## src/rtl/step_ctrl_pkg.sv

```systemverilog
// Shared types and defaults for the stepper command stage.
package step_ctrl_pkg;

    typedef enum logic [1:0] {
        IDLE   = 2'd0,
        RUN    = 2'd1,
        SETTLE = 2'd2
    } state_t;

    localparam logic DIR_FWD = 1'b0;
    localparam logic DIR_REV = 1'b1;

    localparam int DEF_CNT_W         = 16;
    localparam int DEF_MIN_PERIOD    = 2;
    localparam int DEF_SETTLE_CYCLES = 8;

endpackage

```

## src/rtl/step_timer.sv

```systemverilog
// Loadable period counter: ticks when the count reaches period-1, then wraps to 0.
module step_timer #(
    parameter int W = 16
) (
    input  logic         clk,
    input  logic         rst,
    input  logic         load,
    input  logic         en,
    input  logic [W-1:0] period,
    output logic         tick
);

    localparam logic [W-1:0] ONE = W'(1);

    logic [W-1:0] count;
    logic [W-1:0] period_q;

    assign tick = en && (count == (period_q - ONE));

    // load wins over counting so a new period always starts from a clean 0
    always_ff @(posedge clk or negedge rst) begin
        if (!rst) begin
            count    <= '0;
            period_q <= '0;
        end else if (load) begin
            count    <= '0;
            period_q <= period;
        end else if (en) begin
            count <= tick ? '0 : count + ONE;
        end
    end

endmodule

```

## src/rtl/step_ctrl.sv

```systemverilog
// Move command stage: accepts step/dir/period commands, paces step pulses,
// tracks absolute position and signals completion after a settle hold.
module step_ctrl
    import step_ctrl_pkg::*;
#(
    parameter int CNT_W         = DEF_CNT_W,
    parameter int MIN_PERIOD    = DEF_MIN_PERIOD,
    parameter int SETTLE_CYCLES = DEF_SETTLE_CYCLES
) (
    input  logic             clk,
    input  logic             rst,
    input  logic             cmd_valid,
    output logic             cmd_ready,
    input  logic [CNT_W-1:0] cmd_steps,
    input  logic             cmd_dir,
    input  logic [CNT_W-1:0] cmd_period,
    input  logic             abort,
    output logic             step,
    output logic             dir,
    output logic             busy,
    output logic             done,
    output logic [CNT_W-1:0] pos,
    output state_t           fsm_state
);

    // Handshake: a command transfers in any cycle where cmd_valid and cmd_ready
    // are both high; cmd_ready is high exactly while the FSM is IDLE.

    localparam logic [CNT_W-1:0] MIN_P    = CNT_W'(MIN_PERIOD);
    localparam logic [CNT_W-1:0] SETTLE_P = CNT_W'(SETTLE_CYCLES);
    localparam logic [CNT_W-1:0] ONE      = CNT_W'(1);
    localparam bit               NO_SETTLE = (SETTLE_CYCLES == 0);

    state_t           state_q, state_d;
    logic [CNT_W-1:0] steps_left;
    logic [CNT_W-1:0] run_period;
    logic [CNT_W-1:0] load_period;
    logic             timer_load;
    logic             timer_en;
    logic             tick;
    logic             step_c;
    logic             done_d;
    logic             enter_settle;
    logic             accept;

    assign run_period = (cmd_period < MIN_P) ? MIN_P : cmd_period;
    assign accept     = (state_q == IDLE) && cmd_valid;
    assign timer_en   = (state_q != IDLE);

    step_timer #(.W(CNT_W)) u_timer (
        .clk    (clk),
        .rst    (rst),
        .load   (timer_load),
        .en     (timer_en),
        .period (load_period),
        .tick   (tick)
    );

    always_comb begin
        state_d      = state_q;
        timer_load   = 1'b0;
        load_period  = run_period;
        step_c       = 1'b0;
        done_d       = 1'b0;
        enter_settle = 1'b0;
        case (state_q)
            IDLE: begin
                if (cmd_valid) begin
                    timer_load = 1'b1;
                    if (cmd_steps == '0) enter_settle = 1'b1;
                    else                 state_d = RUN;
                end
            end
            RUN: begin
                // abort suppresses a step that would otherwise fire this cycle
                if (abort) begin
                    enter_settle = 1'b1;
                end else if (tick) begin
                    step_c = 1'b1;
                    if (steps_left == ONE) enter_settle = 1'b1;
                end
            end
            SETTLE: begin
                if (tick) begin
                    state_d = IDLE;
                    done_d  = 1'b1;
                end
            end
            default: state_d = IDLE;
        endcase
        if (enter_settle) begin
            if (NO_SETTLE) begin
                state_d = IDLE;
                done_d  = 1'b1;
            end else begin
                state_d     = SETTLE;
                timer_load  = 1'b1;
                load_period = SETTLE_P;
            end
        end
    end

    always_ff @(posedge clk or negedge rst) begin
        if (!rst) begin
            state_q    <= IDLE;
            steps_left <= '0;
            dir        <= DIR_FWD;
            pos        <= '0;
            done       <= 1'b0;
        end else begin
            state_q <= state_d;
            done    <= done_d;
            if (accept) begin
                steps_left <= cmd_steps;
                dir        <= cmd_dir;
            end else if (step_c) begin
                steps_left <= steps_left - ONE;
                pos        <= (dir == DIR_REV) ? pos - ONE : pos + ONE;
            end
        end
    end

    assign cmd_ready = (state_q == IDLE);
    assign busy      = (state_q != IDLE);
    assign step      = step_c;
    assign fsm_state = state_q;

endmodule
```

## config.mk

```make
export PLATFORM = sky130hd
export DESIGN_NAME = step_ctrl
export DESIGN_NICKNAME = d
export VERILOG_FILES = /design/src/rtl/step_ctrl_pkg.sv /design/src/rtl/step_timer.sv /design/src/rtl/step_ctrl.sv
export SDC_FILE = /design/constraint.sdc
export NUM_CORES = 1
export LEC_CHECK = 0
export BUFFER_PORTS_ARGS = -buffer_cell sky130_fd_sc_hd__buf_2
export CORE_ASPECT_RATIO = 2
export CORE_MARGIN = 3
export CORE_UTILIZATION = 35
export DETAILED_ROUTE_END_ITERATION = 10
export SYNTH_ARGS = -nofsm -noshare
export SYNTH_HDL_FRONTEND = slang
export SYNTH_HIERARCHICAL = 1
export SYNTH_SLANG_ARGS = --single-unit
```

## constraint.sdc

```tcl
create_clock -name clk -period 10.95 [get_ports clk]
set_input_delay 1.6425 -clock clk [delete_from_list [all_inputs] [get_ports clk]]
set_output_delay 1.6425 -clock clk [all_outputs]
set_load 0.05 [all_outputs]
```

# ---- Word-level counts from Yosys, hierarchy flattened
# Index checks and enable logic that the tools add are counted.
dict set report totals {
  out_inout_bits 23
  input_bits 37
  ff_bits 68
}
dict set report classes {
  n_eq_ne 8
  order_cmp 1
  add_sub_neg 5
  n_reduce_logical 9
  n_mux 26
  n_bitwise 1
}
# op count
set op_table {}
lappend op_table {{16-bit two-way mux} 8}
lappend op_table {{16-bit by 1-bit subtractor with 16-bit output (second input constant)} 3}
lappend op_table {{16-bit by 1-bit adder with 16-bit output (second input constant)} 2}
lappend op_table {{16-bit by 1-bit == test with 1-bit output (second input constant)} 1}
lappend op_table {{16-bit == test} 1}
lappend op_table {{16-bit zero test} 1}
lappend op_table {{16-bit by 2-bit < comparator with 1-bit output (second input constant)} 1}
lappend op_table {{1-bit two-way mux} 12}
lappend op_table {{2-bit two-way mux} 4}
lappend op_table {{3-bit by 2-bit != test with 1-bit output (second input constant)} 2}
lappend op_table {{2-bit case mux with 3 select lines} 1}
lappend op_table {{2-bit nonzero test} 3}
lappend op_table {{4-bit AND reduction} 1}
lappend op_table {{3-bit != test (second input constant)} 1}
lappend op_table {{2-bit by 1-bit == test with 1-bit output (second input constant)} 1}
lappend op_table {{2-bit == test (second input constant)} 1}
lappend op_table {{1-bit logical AND} 2}
lappend op_table {{2-bit zero test} 1}
lappend op_table {{2-bit != test (second input constant)} 1}
lappend op_table {{1-bit case mux with 2 select lines} 1}
lappend op_table {{2-bit AND reduction} 1}
lappend op_table {{1-bit inverter} 1}

# ---- Logic depth before layout (Yosys ltp)
# Gate-level depths: netlist of run 1.
dict set report logic_depth {
  ltp_word 8
  depth_mapped 15
  mapped_depth_nobuf 14
}

# ---- By module
# The synthesis of run 1 kept the hierarchy.
# module seq_area_each_um2 n_inst area_each_um2 cells_each
set modules_own_cells {}
lappend modules_own_cells {step_ctrl 900.9 1 2491.1 289}
lappend modules_own_cells {step_timer 800.8 1 2049.5 208}

# ---- Worst setup path before layout of run 1
# No wires, ideal clock.
dict set report synth_path {
  path_kind {flip-flop to output port}
  from {reg state_q[1], in the netlist fsm_state[1]}
  to {out step}
  path_slack_ps 6092
  stages_incl_launch_ff 10
  t_arrival_ps 3215
  required_time_ps 9308
  path_buffers 1
  path_cell_list {dfrtp_1 > nor2_1 > inv_1 > clkbuf_1 > nand3_1 > nor3_1 > nand4_1 > nor4_1 > nand3b_1 > inv_1}
}
dict set report synth_via {
  elab_chain_cells 5
  word_cells_on_any_way 6
  cone_classes {eq/ne: 1; mux: 3; reduce/logical: 2}
}
# element line_no
set synth_rtl {}
lappend synth_rtl {{from (decl)} step_ctrl.sv:34} ;# state_t state_q, state_d;
lappend synth_rtl {{from (signal assigned)} step_ctrl.sv:111} ;# state_q <= state_d;
lappend synth_rtl {{2-bit nonzero test} -}
lappend synth_rtl {{named net busy} step_ctrl.sv:20} ;# output logic busy,
lappend synth_rtl {{1-bit logical AND} step_timer.sv:18} ;# assign tick = en && (count == (period_q - ONE));
lappend synth_rtl {{named net tick} step_ctrl.sv:40} ;# logic tick;
lappend synth_rtl {{1-bit two-way mux} step_ctrl.sv:78} ;# end else if (tick) begin
lappend synth_rtl {{1-bit two-way mux} step_ctrl.sv:76} ;# if (abort) begin
lappend synth_rtl {{1-bit two-way mux} step_ctrl.sv:66} ;# case (state_q)
lappend synth_rtl {{to (decl)} step_ctrl.sv:18} ;# output logic step,
# The timed path passes the listed nets, and every way through them passes these cells.

# ---- Worst setup path after layout of run 1
dict set report layout_path {
  from {reg u_timer.period_q[0]}
  to {out step}
}
dict set report layout_via {
  elab_chain_cells 6
}
# element line_no
set layout_rtl {}
lappend layout_rtl {{from (decl)} step_timer.sv:16} ;# logic [W-1:0] period_q;
lappend layout_rtl {{from (signal assigned)} step_timer.sv:27} ;# period_q <= period;
lappend layout_rtl {{16-bit by 1-bit subtractor with 16-bit output} step_timer.sv:18}
lappend layout_rtl {{16-bit == test} step_timer.sv:18}
lappend layout_rtl {{1-bit logical AND} step_timer.sv:18}
lappend layout_rtl {{named net tick} step_ctrl.sv:40}
lappend layout_rtl {{1-bit two-way mux} step_ctrl.sv:78}
lappend layout_rtl {{1-bit two-way mux} step_ctrl.sv:76}
lappend layout_rtl {{1-bit two-way mux} step_ctrl.sv:66}
# The timed path passes the listed nets, and every way through them passes these cells.

==> reports/qor.yml, run 1 <==
run_status:
  status: "complete, no violations"
sta:
  setup_viol_count_final: 0
  timing.clock.skew_ns: 0.00529
  transition_at_the_pin_with_the_smallest_max_transition_slack_ns: 0.998
  crit_share_post_route_pct: 50.2
  final.min_clock_period_ns: 5.50
  fin_setup_tns_ns: 0
  timing_hold_violations_final: 0
  rsz0062_at_grt: "no"
  timing.final.max_slew_violations: 0
  max_slew_margin_vs_limit_pct: 33.5
  fmax_mhz: 182
worst_hold_path:
  min_delay_worst_endpoint: "pos[15]"
  worstHoldPathCells: 1
  worstHoldPathType: "register to register"
  min_from: "pos[15]"
worst_setup_path:
  max_stage_delay_ns: 0.64
  worstPathArrival_ns: 3.86
  crit_fanout: 38
  path_cells: "inv_1, ha_1, or4b_1, o41ai_4, o221ai_2, nor4_1, nand3b_1, buf_4, inv_1, buf_2"
  critical-path-top-delay-family: "simple AND/OR/NAND/NOR gates"
  ff2ff_setup_slack_ns: 6.21
  setup.worst_path.end_class: "output port"
  worst_path_max_delay_cell: "or4b_1"
  path_buf_inv: 4
  criticalPathCategory: "register to output port"
  path_common_cell: "inv_1"
  rr_endpoint: "u_timer/count[2]"
  timing.critical_path.required_ns: 9.31
  regToRegStartpoint: "u_timer/period_q[0]"
  critPathLaunchType: "register"
  count_of_cells_along_the_worst_register_to_register_path: 12
clocking:
  cts_resized: 0
  cts_hold_repair.buffers: 0
  cts_inserted_buffers: 9
  clk_pin_slew_ns: 0.05
  cts.repair_timing.setup_buffer_count: 0
  num_clock_sinks: 68
  cts_tree: "built"
  clock_tree.htree_level_count: 3
  clk_latency_worst_skew_pair_ns: 0.33
  clockBufferDepth: 2
  cts.root.buffer_cell: "clkbuf_16"
synthesis:
  edff_count_synth: 0
  post-synth-top-count-cell: "dfrtp_1"
  yosysTopAreaCell: "dfrtp_1"
  synth.top_cell.area_share_pct: 37.5
  number_of_storage_elements_in_the_synthesis_netlist: 68
  synthCells: 497
  synthTopCellsByArea: "dfrtp_1, ha_1, xnor2_1"
  yosys_warnings: 6
  netlist-cell-type-count: 64
  synth_area_per_cell_sq_um: 9.14
  seq_area_frac_synth_pct: 37.5
  asyncSetResetFlopFracSynth_pct: 100
  yosys-top-cells-count: "dfrtp_1, nand2_1, nor2_1"
  synthesis.area_sq_um: 4540
  ys.flop_type: "dfrtp_1"
  post_syn_nets: 553
global_routing:
  global_route_wire_length_before_repair_um: 20300
  grt_pass1_vias: 4149
  grt_start_max_net_pins: 69
  globalRouteOverflowTotal: 0
  antenna_found_initial: 0
  globalRouteTotalUtil_pct: 18.1
finish:
  ant_diodes: 0
  num-fill-cells: 1313
  finish.instance_area_sq_um: 5270
  non_filler_instance_count_after_layout: 705
  nets: 606
  post_route_cells_drive_above_1_share_pct: 19.5
  areaGrowthSynthToFinish_pct: 16.0
detailed_routing:
  vias: 3909
  dr.first_iter.drc_count: 184
  routed_via_density: 5.54
  route.detailed.wl_per_inst_um: 17.6
  postRouteAntennaNets: 0
  drt_pass1_iterations: 4
  finalWirelength_um: 12400
  drt_drc_violations_left: 0
placed_design:
  dp.final_hpwl_um: 9480
  gp_congestion: 0.849
  place_area_sq_um: 4940
  placed_cells_incl_taps: 689
  io_buffers: 59
power_and_ir_drop:
  pwr_density_cell_nw_per_um2: 111
  static-leakage-power_uw: 0.00237
  vdd_drop_max_v: 0.000115
floorplanning:
  num_io_pins: 60
  chipHeight_um: 167
  std_cell_rows: 58
  floorplan.initialDensity_pct: 36.0
  die_w_um: 86.5
  die_area_sq_um: 14500
  fp.coreArea_sq_um: 12600
flow_run:
  timing.max_cap.violations: 0
-- where the power goes --
part / total, uW / internal, uW / switching [uW]
Sequential: 251 / 251 / 0
Combinational: 17.1 / 6.83 / 10.3
Clock: 317 / 206 / 111
-- cells in the final DEF (no fill, tap or decap), types with 3 or more instances in the layout --
master and count:
a211oi_1 4, a21o_1 5, a21oi_1 19, a221o_1 8, a31oi_1 5, and2_1 16, and3_1 4, buf_2 59
clkbuf_16 9, dfrtp_1 68, ha_1 18, inv_1 17, mux2_2 13, nand2_1 53, nand2b_1 4, nand3_1 13
nand3b_1 3, nand4_1 10, nor2_1 42, nor2b_1 4, nor3_1 12, nor4_1 16, o211ai_1 8, o21a_1 5
o21ai_0 25, o21ai_1 10, o22ai_1 3, or3_1 5, or4_4 3, xnor2_1 25, xor2_1 22
-- state kept, by name, indices dropped and copies added (netlist names) --
signal            count
pos                  16
dir                   1
u_timer/period_q     16
fsm_state             2
u_timer/count        16
done                  1
steps_left           16
-- per-layer routing --
layer | up-vias | wire length [um] | track usage [%]
met2 | 89 | 7070 | 33.8
met3 | 39 | 338 | 3.07
met5 | - | 0 | 0
met1 | 1876 | 4330 | 17.6
met4 | 0 | 691 | 11.1
li1 | 1905 | - | -
-- logic make-up after synthesis --
kind of cell	Yosys count	share of synthesized area [%]
buffers and inverters	36	3.64
AND/OR/NAND/NOR	202	23.6
XOR/XNOR	48	9.56
AO/OA/AOI/OAI	111	17.1
flip-flops	68	37.5
adder cells (fa/ha/maj)	19	5.40
multiplexers	13	3.22
-- worst max-delay path by stage --
stage                      end  cells past startpoint  slack (ns)                 from
after floorplan           step                      9        6.09         fsm_state[1]
after global placement    step                     10        5.97  u_timer/period_q[0]
after detailed placement  step                     10        5.81  u_timer/period_q[0]
after CTS                 step                     10        5.44  u_timer/period_q[0]
after global routing      step                     10        5.23  u_timer/period_q[0]
final                     step                     10        5.45  u_timer/period_q[0]
-- final cells by class --
cell class / count / area [sq um] / share of cell area, %
tap: 150 / 188 / 3.56
timing repair buffer: 61 / 310 / 5.89
inverter: 17 / 63.8 / 1.21
clock inverter: 5 / 85.1 / 1.62
multi-input combinational: 393 / 2670 / 50.8
clock buffer: 11 / 243 / 4.61
sequential: 68 / 1700 / 32.3
-- stage by stage --
stage | power [uW] | utilization, % | hold WS (ns) | setup slack, ns
finish | 585 | 41.7 | 0.463 | 5.45
global route | 608 | 41.7 | 0.504 | 5.23
CTS | 596 | 41.7 | 0.468 | 5.44
detailed placement | 274 | 39.1 | 0.456 | 5.81
global placement | 273 | 39.1 | 0.454 | 5.97
floorplan | 259 | - | 0.485 | 6.09
No activity file was read; power rests on OpenSTA's default activity.
==> inputs of run 2 (changes only) <==
Settings changed: ABC_AREA set to 1.
Clock period 10.95 ns to 5.8 ns, I/O delays scaled along.
==> reports/qor.yml, run 2 <==
sta:
  fin_ws_ns: 1.59  # -3.86 ns
  final.min_clock_period_ns: 4.21
  crit_share_post_route_pct: 72.6
  rsz0062_at_grt: "no"
  timing.clock.skew_ns: 0.0108  # +0.00556 ns
  timing.final.max_slew_violations: 0  # unchanged
  timing_hold_violations_final: 0  # unchanged
  fmax_mhz: 238
  max_slew_margin_vs_limit_pct: 28.1  # -5.4 points
  setup_viol_count_final: 0  # unchanged
  fin_setup_tns_ns: 0  # unchanged
  transition_at_the_pin_with_the_smallest_max_transition_slack_ns: 1.07  # +0.0768 ns
global_routing:
  antenna_found_initial: 0  # unchanged
  globalRouteTotalUtil_pct: 18.9  # +0.89 points
  grt_start_max_net_pins: 69  # unchanged
  globalRouteOverflowTotal: 0  # unchanged
  global_route_wire_length_before_repair_um: 25500  # +26%
  grt_pass1_vias: 5305  # +28%
clocking:
  cts_inserted_buffers: 9  # unchanged
  cts.repair_timing.setup_buffer_count: 0  # unchanged
  clk_latency_worst_skew_pair_ns: 0.33  # about the same
  clk_pin_slew_ns: 0.06  # about the same
  cts_hold_repair.buffers: 0  # unchanged
  num_clock_sinks: 68  # unchanged
  clockBufferDepth: 2  # unchanged
  cts.root.buffer_cell: "clkbuf_16"
  cts_tree: "built"
  cts_resized: 0  # unchanged
  clock_tree.htree_level_count: 3  # unchanged
worst_setup_path:
  timing.critical_path.required_ns: 4.93  # -4.38 ns
  criticalPathCategory: "register to output port"
  worstPathArrival_ns: 3.34  # -0.52 ns
  crit_fanout: 27  # -29%
  setup.worst_path.end_class: "output port"
  critPathLaunchType: "register"
detailed_routing:
  route.detailed.wl_per_inst_um: 14.1  # -20%
  vias: 5304  # +36%
  finalWirelength_um: 15400  # +24%
  dr.first_iter.drc_count: 182  # -1.1%
  routed_via_density: 4.84  # -13%
  postRouteAntennaNets: 0  # unchanged
  drt_drc_violations_left: 0  # unchanged
  drt_pass1_iterations: 4  # unchanged
floorplanning:
  floorplan.initialDensity_pct: 36.0  # about the same
  num_io_pins: 60  # unchanged
  die_w_um: 94.9  # +9.6%
  die_area_sq_um: 17400  # +21%
  fp.coreArea_sq_um: 15400  # +22%
  std_cell_rows: 64  # +10%
  chipHeight_um: 184  # +10%
synthesis:
  ys.flop_type: "dfrtp_1"
  seq_area_frac_synth_pct: 30.8  # -6.7 points
  post-synth-top-count-cell: "nand2_1"
  synth_area_per_cell_sq_um: 6.61  # -28%
  yosysTopAreaCell: "dfrtp_1"
  post_syn_nets: 892  # +61%
  number_of_storage_elements_in_the_synthesis_netlist: 68  # unchanged
  yosys-top-cells-count: "nand2_1, inv_1, nor2_1"
  netlist-cell-type-count: 43  # -33%
  yosys_warnings: 6  # unchanged
  synthCells: 836  # +68%
  synthTopCellsByArea: "dfrtp_1, nand2_1, inv_1"
  asyncSetResetFlopFracSynth_pct: 100  # unchanged
  synthesis.area_sq_um: 5530  # +22%
  synth.top_cell.area_share_pct: 30.8  # -6.7 points
  edff_count_synth: 0  # unchanged
placed_design:
  io_buffers: 59  # unchanged
  place_area_sq_um: 5990  # +21%
  dp.final_hpwl_um: 12300  # +30%
  placed_cells_incl_taps: 1079  # +57%
  gp_congestion: 0.888  # +4.5%
  detailedPlace.worstSlack_ns: 1.64  # -4.17 ns
finish:
  most_common_cell_after_layout_fill_and_taps_aside: "nand2_1"
  ant_diodes: 0  # unchanged
  post_route_cells_drive_above_1_share_pct: 14.3  # -5.2 points
  mostFrequentLayoutCells: "nand2_1, inv_1, nor2_1, dfrtp_1, nand3_1"
  areaGrowthSynthToFinish_pct: 13.6
  nets: 948  # +56%
  non_filler_instance_count_after_layout: 1095  # +55%
  finish.instance_area_sq_um: 6280  # +19%
worst_hold_path:
  worstHoldPathType: "register to register"
power_and_ir_drop:
  p_sw_uw: 237  # +96%
  pwr-share-clk_pct: 52.1  # -2.0 points
  vdd_drop_max_v: 0.000144  # +25%
  power_frac_seq_pct: 44.3  # +1.4 points
  static-leakage-power_uw: 0.00338  # +43%
  switching_share_pct: 22.1  # +1.5 points
  pwr_density_cell_nw_per_um2: 171  # +53%
  combPwrFrac_pct: 3.7  # +0.8 points
  internal_power_uw: 834  # +80%
run_status:
  status: "complete, no violations"
flow_run:
  timing.max_cap.violations: 0  # unchanged
[run 2: kinds of logic after synthesis]
group	Yosys count	share of synthesized area, %
xor+xnor	39	6.43
flops	68	30.8
buf+inv	135	9.89
compound gates	59	6.13
simple gates	516	42.3
fa+ha+maj	19	4.44
[run 2: critical path, cell delays in order, from the launching register on]
cell and delay (ns):
dfrtp_1 0.40, inv_2 0.10, ha_1 0.25, nand2_2 0.10
nor2_4 0.17, nand2_1 0.06, nand2_1 0.08, nand2_1 0.06
nor2_1 0.08, nand2_1 0.05, nor2_1 0.14, nand3_2 0.16
inv_1 0.19, nand3_4 0.32, inv_2 0.48, buf_2 0.35
[run 2: metrics by stage]
| step | total power [uW] | hold WS [ns] | utilization (%) |
|---|---|---|---|
| 3_3_place_gp | 524 | 0.500 | 38.9 |
| 5_1_grt | 1110 | 0.557 | 40.9 |
| 4_1_cts | 1080 | 0.526 | 40.9 |
| 6_report | 1070 | 0.516 | 40.9 |
| 2_1_floorplan | 497 | 0.461 | - |
| 3_5_place_dp | 524 | 0.510 | 38.9 |
[run 2: final cells by class]
type                            instances  area (sq um)
Clock buffer                           12           246
Clock inverter                          4          48.8
Fill cell                            1673          9090
Inverter                              119           447
Multi-Input combinational cell        633          3280
Sequential cell                        68          1700
Tap cell                              198           248
Timing Repair Buffer                   61           310
[run 2: power groups by stage]
stage	clock network, uW	registers, uW	logic (uW)
3_3_place_gp	0	483	41.0
3_5_place_dp	0	483	41.0
4_1_cts	568	474	41.2
5_1_grt	590	474	44.7
6_report	558	474	39.1
2_1_floorplan	0	483	13.4
[run 2: final timing paths]
kind                       slack, ns  depth (start not counted)           startpoint                  end
max                             1.59                         15  u_timer/period_q[0]                 step
min                             0.52                          2               pos[8]               pos[8]
max reg2reg                     1.65                         23  u_timer/period_q[0]     u_timer/count[3]
min reg2reg                     0.52                          2               pos[8]               pos[8]
max in group asynchronous       4.47                          2                  rst  u_timer/period_q[9]
min in group asynchronous       0.73                          2                  rst     u_timer/count[6]
[run 2: routing by layer]
| layer | up-vias | GRT usage (%) | part of all wire [%] | routed length [um] |
|---|---|---|---|---|
| met3 | 33 | 2.13 | 2.1 | 322 |
| li1 | 2713 | - | - | - |
| met2 | 96 | 38.2 | 60 | 9190 |
| met5 | - | 0 | 0 | 0 |
| met1 | 2462 | 18.3 | 35 | 5360 |
| met4 | 0 | 8.50 | 3.6 | 561 |
==> inputs of run 3 (changes only) <==
Clock period 5.8 ns to 3.4 ns, I/O delays scaled along.
==> reports/qor.yml, run 3 (synthesis gave the netlist of run 2 again) <==
run_status:
  status: "complete, no violations"
detailed_routing:
  postRouteAntennaNets: 0  # unchanged
  route.detailed.wl_per_inst_um: 14.5  # +3.0%
  vias: 5387  # +1.6%
  dr.first_iter.drc_count: 185  # +1.6%
  routed_via_density: 4.88  # +0.83%
  drt_pass1_iterations: 7  # +3
  finalWirelength_um: 16000  # +3.8%
  drt_drc_violations_left: 0  # unchanged
floorplanning:
  chipHeight_um: 184  # unchanged
  die_area_sq_um: 17400  # unchanged
  std_cell_rows: 64  # unchanged
  num_io_pins: 60  # unchanged
  fp.coreArea_sq_um: 15400  # unchanged
  die_w_um: 94.9  # unchanged
  floorplan.initialDensity_pct: 36.0  # unchanged
clocking:
  cts_tree: "built"
  cts.root.buffer_cell: "clkbuf_16"
  cts.repair_timing.setup_buffer_count: 0  # unchanged
  clock_tree.htree_level_count: 3  # unchanged
  clk_pin_slew_ns: 0.06  # about the same
  clockBufferDepth: 2  # unchanged
  clk_latency_worst_skew_pair_ns: 0.35  # +0.02 ns
  cts_inserted_buffers: 9  # unchanged
  num_clock_sinks: 68  # unchanged
sta:
  crit_share_post_route_pct: 92.4
  timing.final.max_slew_violations: 0  # unchanged
  fin_setup_tns_ns: 0  # unchanged
  transition_at_the_pin_with_the_smallest_max_transition_slack_ns: 0.593  # -0.482 ns
  final.min_clock_period_ns: 3.14
  max_slew_margin_vs_limit_pct: 60.5  # +32 points
  rsz0062_at_grt: "no"
  setup_viol_count_final: 0  # unchanged
  timing_hold_violations_final: 0  # unchanged
  fmax_mhz: 318
  timing.clock.skew_ns: 0.0102  # -0.000687 ns
worst_setup_path:
  worstPathArrival_ns: 2.63  # -0.71 ns
  worst_path_max_delay_cell: "dfrtp_1"
  timing.critical_path.required_ns: 2.89  # -2.04 ns
  max_stage_delay_ns: 0.38  # -0.10 ns
  launch_point_of_the_critical_path: "u_timer/period_q[1]"
  regToRegStartpoint: "u_timer/period_q[1]"
  critical-path-top-delay-family: "simple AND/OR/NAND/NOR gates"
  setup.worst_path.end_class: "output port"
  path_cells: "inv_1, ha_2, inv_1, nand2_1, nand3_1, nor2_1, nand3_1, nor2_1, nand2_1, nor2_1, nand3_2, inv_1, buf_4, nand3_4, inv_2, buf_2"
  crit_fanout: 7  # -74%
  critPathLaunchType: "register"
  path_buf_inv: 6  # +2
  criticalPathCategory: "register to output port"
finish:
  ant_diodes: 0  # unchanged
  most_common_cell_after_layout_fill_and_taps_aside: "nand2_1"
  mostFrequentLayoutCells: "nand2_1, inv_1, nor2_1, dfrtp_1, nand3_1"
  nets: 956  # +0.84%
  areaGrowthSynthToFinish_pct: 15.4
  post_route_cells_drive_above_1_share_pct: 16.0  # +1.8 points
  finish.instance_area_sq_um: 6380  # +1.5%
  final_core_util_pct: 41.5  # +0.63 points
placed_design:
  place_area_sq_um: 6060  # +1.2%
  dp.final_hpwl_um: 12800  # +3.8%
  io_buffers: 59  # unchanged
  gp_congestion: 0.955  # +7.7%
global_routing:
  grt_start_max_net_pins: 35  # -49%
  global_route_wire_length_before_repair_um: 26500  # +3.8%
  globalRouteTotalUtil_pct: 19.9  # +0.99 points
  grt_pass1_vias: 5625  # +6.0%
  antenna_found_initial: 0  # unchanged
  globalRouteOverflowTotal: 0  # unchanged
flow_run:
  timing.max_cap.violations: 0  # unchanged
power_and_ir_drop:
  pwr_density_cell_nw_per_um2: 288  # +69%
  static-leakage-power_uw: 0.00342  # +1.2%
  vdd_drop_max_v: 0.000245  # +70%
worst_hold_path:
  worstHoldPathType: "input pin to async pin"
-- run 3: layout make-up --
class | instances | area [sq um]
well taps | 198 | 248
repair buffers | 69 | 378
clock inverters | 5 | 52.6
inverters | 119 | 450
flip-flops and latches | 68 | 1700
multi-input cells | 633 | 3300
fillers | 1679 | 9000
clock buffers | 11 | 243
-- run 3: final timing paths --
path                                         to  slack (ns)  cells after the start
setup / recovery                           step        0.26                     16
hold / removal                    steps_left[5]        0.17                      1
setup reg to reg               u_timer/count[9]        0.38                     24
hold reg to reg                          pos[8]        0.51                      2
max in group asynchronous  u_timer/period_q[13]        2.34                      2
min in group clk                            dir        0.37                      3
-- run 3: what timing repair did --
action	4_1_cts	5_1_grt
setup endpoints to repair	0	17
hold buffers	0	0
resized for setup	0	7
-- run 3: per-layer routing --
| metal | track usage (%) | vias to the layer above | part of all wire (%) |
|---|---|---|---|
| met1 | 17.6 | 2467 | 33 |
| met2 | 39.4 | 120 | 58 |
| met4 | 13.6 | 0 | 6.5 |
| li1 | - | 2736 | - |
| met3 | 2.70 | 64 | 2.6 |
| met5 | 0 | - | 0 |
-- run 3: metrics by stage --
stage / total power, uW / instances / setup WS, ns / hold slack (ns)
after floorplan: 847 / 836 / 0.103 / 0.214
after global placement: 894 / 1087 / 0.117 / 0.499
after detailed placement: 894 / 1087 / 0.0417 / 0.499
after CTS: 1860 / 1103 / 0.0310 / 0.169
after global routing: 1890 / 1103 / 0.0113 / 0.205
final: 1840 / 1103 / 0.260 / 0.169
-- run 3: worst register-to-register path, cell delays in order, from the launching register on --
cell     delay [ns]
dfrtp_1        0.38
inv_1          0.08
ha_2           0.33
inv_1          0.04
nand2_1        0.04
nand3_1        0.06
nor2_1         0.16
nand3_1        0.10
nor2_1         0.10
nand2_1        0.05
nor2_1         0.12
nand3_2        0.10
inv_1          0.08
and3_1         0.15
nand3_1        0.06
nand2_1        0.08
nand2_2        0.09
nand3_2        0.12
buf_8          0.21
nor2_2         0.08
buf_4          0.17
o21ai_0        0.08
a21oi_1        0.06
nand2_1        0.06
nand2_1        0.06
-- run 3: report_power, final --
group / switching [uW] / internal (uW)
Sequential: 0 / 809
Combinational: 40.9 / 26.7
Clock: 374 / 584
